===== src/rtl/bip_pkg.sv =====
// Shared encodings for the BIP-I accumulator CPU: opcodes, mux selects,
// ALU operations and the bundle of control strobes produced by the decoder.
package bip_pkg;

  localparam int NB_OPCODE = 5;

  localparam logic [NB_OPCODE-1:0] OP_HLT  = 5'd0;
  localparam logic [NB_OPCODE-1:0] OP_STO  = 5'd1;
  localparam logic [NB_OPCODE-1:0] OP_LD   = 5'd2;
  localparam logic [NB_OPCODE-1:0] OP_LDI  = 5'd3;
  localparam logic [NB_OPCODE-1:0] OP_ADD  = 5'd4;
  localparam logic [NB_OPCODE-1:0] OP_ADDI = 5'd5;
  localparam logic [NB_OPCODE-1:0] OP_SUB  = 5'd6;
  localparam logic [NB_OPCODE-1:0] OP_SUBI = 5'd7;

  localparam logic [1:0] SELA_RAM = 2'b00;
  localparam logic [1:0] SELA_IMM = 2'b01;
  localparam logic [1:0] SELA_ALU = 2'b10;

  localparam logic SELB_RAM = 1'b0;
  localparam logic SELB_IMM = 1'b1;

  localparam logic ALU_ADD = 1'b0;
  localparam logic ALU_SUB = 1'b1;

  typedef struct packed {
    logic       wr_pc;
    logic [1:0] sel_a;
    logic       sel_b;
    logic       wr_acc;
    logic       op;
    logic       wr_ram;
    logic       rd_ram;
  } ctrl_t;

  localparam ctrl_t CTRL_IDLE = '{wr_pc: 1'b0, sel_a: SELA_RAM, sel_b: SELB_RAM,
                                  wr_acc: 1'b0, op: ALU_ADD, wr_ram: 1'b0, rd_ram: 1'b0};

endpackage


===== src/rtl/instruction_decoder.sv =====
// BIP-I control unit: zero-latency opcode decode into datapath strobes, with a
// sticky halt flag that silences every strobe after HLT or an undefined opcode.
module instruction_decoder
  import bip_pkg::*;
#(
  parameter int NB_OPCODE = 5
) (
  input  logic                 i_clk,
  input  logic                 i_rst,
  input  logic [NB_OPCODE-1:0] i_opcode,
  output logic                 o_WrPC,
  output logic [1:0]           o_SelA,
  output logic                 o_SelB,
  output logic                 o_WrAcc,
  output logic                 o_op,
  output logic                 o_WrRam,
  output logic                 o_RdRam
);

  logic  r_halt;
  logic  w_stop;
  ctrl_t w_dec;
  ctrl_t w_ctrl;

  // Decode the opcode; HLT and undefined opcodes raise w_stop.
  always_comb begin
    w_dec  = CTRL_IDLE;
    w_stop = 1'b0;
    case (i_opcode)
      OP_HLT:  w_stop = 1'b1;
      OP_STO:  begin w_dec.wr_pc = 1'b1; w_dec.wr_ram = 1'b1; end
      OP_LD:   begin w_dec.wr_pc = 1'b1; w_dec.wr_acc = 1'b1; w_dec.rd_ram = 1'b1; end
      OP_LDI:  begin w_dec.wr_pc = 1'b1; w_dec.sel_a = SELA_IMM; w_dec.wr_acc = 1'b1; end
      OP_ADD:  begin
        w_dec.wr_pc = 1'b1; w_dec.sel_a = SELA_ALU; w_dec.wr_acc = 1'b1;
        w_dec.op = ALU_ADD; w_dec.rd_ram = 1'b1;
      end
      OP_ADDI: begin
        w_dec.wr_pc = 1'b1; w_dec.sel_a = SELA_ALU; w_dec.sel_b = SELB_IMM;
        w_dec.wr_acc = 1'b1; w_dec.op = ALU_ADD;
      end
      OP_SUB:  begin
        w_dec.wr_pc = 1'b1; w_dec.sel_a = SELA_ALU; w_dec.wr_acc = 1'b1;
        w_dec.op = ALU_SUB; w_dec.rd_ram = 1'b1;
      end
      OP_SUBI: begin
        w_dec.wr_pc = 1'b1; w_dec.sel_a = SELA_ALU; w_dec.sel_b = SELB_IMM;
        w_dec.wr_acc = 1'b1; w_dec.op = ALU_SUB;
      end
      default: w_stop = 1'b1;
    endcase
  end

  // Sticky halt flag; reset takes priority over a simultaneous HLT.
  always_ff @(posedge i_clk) begin
    if (i_rst) begin
      r_halt <= 1'b0;
    end else if (w_stop) begin
      r_halt <= 1'b1;
    end else begin
      r_halt <= r_halt;
    end
  end

  // Reset or halt gate every strobe immediately.
  always_comb begin
    if (i_rst || r_halt) begin
      w_ctrl = CTRL_IDLE;
    end else begin
      w_ctrl = w_dec;
    end
  end

  assign o_WrPC  = w_ctrl.wr_pc;
  assign o_SelA  = w_ctrl.sel_a;
  assign o_SelB  = w_ctrl.sel_b;
  assign o_WrAcc = w_ctrl.wr_acc;
  assign o_op    = w_ctrl.op;
  assign o_WrRam = w_ctrl.wr_ram;
  assign o_RdRam = w_ctrl.rd_ram;

endmodule


===== config.mk =====
export PLATFORM = sky130hd
export DESIGN_NAME = instruction_decoder
export DESIGN_NICKNAME = d
export VERILOG_FILES = /design/src/rtl/bip_pkg.sv /design/src/rtl/instruction_decoder.sv
export SDC_FILE = /design/constraint.sdc
export NUM_CORES = 1
export LEC_CHECK = 0
export CAP_MARGIN = 20
export CORE_AREA = 2 2 39 41
export CTS_CLUSTER_DIAMETER = 100
export CTS_CLUSTER_SIZE = 24
export DETAILED_ROUTE_END_ITERATION = 16
export DIE_AREA = 0 0 41 43
export SLEW_MARGIN = 20
export SYNTH_ARGS = -nofsm -noshare
export SYNTH_HDL_FRONTEND = slang
export SYNTH_SLANG_ARGS = --single-unit

===== constraint.sdc =====
create_clock -name i_clk -period 1.3 [get_ports i_clk]
set_input_delay 0.26 -clock i_clk [delete_from_list [all_inputs] [get_ports i_clk]]
set_output_delay 0.26 -clock i_clk [all_outputs]
set_load 0.01 [all_outputs]

==> metrics <==
status=finished, violations left; failing checks=negative setup slack; final WL=428 um; vias in the first global route=133; critical-path cell list=buf_8 -> or4_4 -> buf_4 -> nor3_2 -> buf_2; HPWL after detailed placement=between 300 and 400 um; largest reg by FF count=r_halt; Worst Hold Class=input port to register; area delta synth->final=149%; most common cell after layout, fill and taps aside=buf_2; Die X=41 um; via count=189; top-area cell type share of the netlist area=16.5%; final setup TNS=-0.897 ns; Net Sw Frac=28.7%; Largest register FFs=1; largest net degree at the start of global routing=8; DR WL/cell=a little under 9 um; first-pass GRT wire length=586 um; GRT Overall Usage=4.40%; Power Dens Cells=305 nW/um^2; CP endpoint kind=primary output; port bufs=14; Internal=0.0659 mW; leak pwr=~0.15 nW; Seq/Total Area, Yosys=between 10% and 20%; fraction of layout cells with a size suffix above 1=a little over two thirds; die footprint=approximately 1800 sq um; Seq pwr share=38.4%; Mapped Nets=22; post-synthesis cell type count=11; Worst slew margin=between 80 and 90%; Synth Cell Area=121 sq um; DRC=0; f_max=648 MHz; setup violators final=8; setup ws final=-0.243 ns; Clock Latency Late Sink=0 ns; reg2reg start=r_halt; CP max stage cell=or4_4; Synth Area per Inst=8.09 sq um; first-pass iteration count of the detailed router=4; placed cell count=47; most frequent cells in the layout=buf_2, buf_4, nor3_2, dlygate4sd2_1; VDD IR max=0.177 mV; Nets=42; cell count after synthesis=15; 1st-iter DRT viols=3; Initial Util=8.77%; CP Max Fanout=3; Clock Skew=0 ns; Filler Cells Inserted=between 150 and 200; critical path arrival=1.28 ns; Finished Layout Cells=49; net switching power=0.0265 mW; Setup crit end=o_RdRam; DIE HEIGHT=43 um; row count=14; # diodes=0; Top Registers=r_halt (1); Core Area=1380 sq um; minimum clock period=between 1.5 and 2 ns; Area contributors post-synth=dfxtp_1, nor3_1, nor4b_2, and3_1, or4_4; post-synthesis register bit count=1; total grt overflow=0; post-route ant nets=0; Syn. warnings=0; Placer Congestion=about 0.54; setup slack, reg-to-reg=0.27 ns; Setup CP Type=input port to primary output; Fin. Hold Viols=0; Avg Vias per Cell=approximately 3.9; Slew Limit Fails=0; worst r2r path cells=2; CP required=1.04 ns; fin crit share=119%; Yosys top cell by area=dfxtp_1; crit path launch=i_opcode[3]; number of top-level pins=15; max_cap viols=0; combinational cell fraction of total power=61.6%; initial antenna violation count=0; worst slew pin tran=about 0.27 ns; Slowest Stage Delay on Critical Path=approximately 0.54 ns; RSZ-0062 raised after global routing=yes; clock share of power=0%; CP Launch Type=input port; FF-to-FF End=r_halt; CTS clock-pin slew for the worst setup and hold paths=0 ns; hold_buf cts=0
cell families (layout without fill, tap and decap cells):
family | count (synthesis) | count (layout) | share of synthesized area [%]
buf+inv | 0 | 18 | 0
simple gates | 13 | 13 | 75.3
flops | 1 | 1 | 16.5
compound gates | 1 | 1 | 8.25
worst max-delay path, delay by kind of cell:
family        cells  cell delay [ns]
simple gates      2             0.63
buf+inv           3             0.39
through the flow:
step                setup WS [ns]  instance area, sq um  hold WS, ns  utilization, %  power (mW)
finish                     -0.243                   303        0.640            21.9      0.0924
floorplan                 -0.0824                   140        0.439               -      0.0520
CTS                        -0.293                   292        0.618            21.1      0.0900
global route               -0.273                   303        0.658            21.9      0.0977
global placement           -0.991                   315        0.621            22.8      0.0920
detailed placement          -1.01                   315        0.625            22.8      0.0927
power groups by stage:
stage / Combinational (mW) / Clock [mW] / Sequential (mW)
6_report: 0.0569 / 0 / 0.0355
5_1_grt: 0.0619 / 0 / 0.0358
4_1_cts: 0.0546 / 0 / 0.0354
3_5_place_dp: 0.0578 / 0 / 0.0349
3_3_place_gp: 0.0571 / 0 / 0.0349
2_1_floorplan: 0.0174 / 0 / 0.0346
cells in the mapped netlist:
library cell  count
and3_1            2
or3_2             1
nor4b_2           1
nor3_1            3
or4_4             1
and2_1            1
dfxtp_1           1
nor4_1            1
and4b_1           1
o21ba_2           1
nor2_1            2
worst min path at each step:
stage                startpoint     end  slack [ns]  cells past startpoint
floorplan                 i_rst  r_halt        0.44                      1
global placement         r_halt  r_halt        0.62                      2
detailed placement       r_halt  r_halt        0.62                      2
CTS                 i_opcode[3]  r_halt        0.62                      3
global route              i_rst  r_halt        0.66                      3
finish                    i_rst  r_halt        0.64                      3
layout make-up:
cell class              count  area [sq um]  area share (%)
multi-input cells          14           135            44.6
flip-flops and latches      1          20.0            6.61
well taps                  16          20.0            6.61
repair buffers             18           128            42.1
per-layer routing:
metal  up-vias  track usage [%]  routed length [um]
met4         0                0                   0
met5         -                0                   0
met1        80             6.37                 184
met2        13             7.50                 183
li1         96                -                   -
met3         0                0                  60
timing repair:
action / 4_1_cts / 5_1_grt
pin swaps: 7 / 4
buffers inserted: 1 / 1
resized for setup: 52 / 1
setup endpoints to repair: 9 / 8
Power figures use the tool's default switching activity.
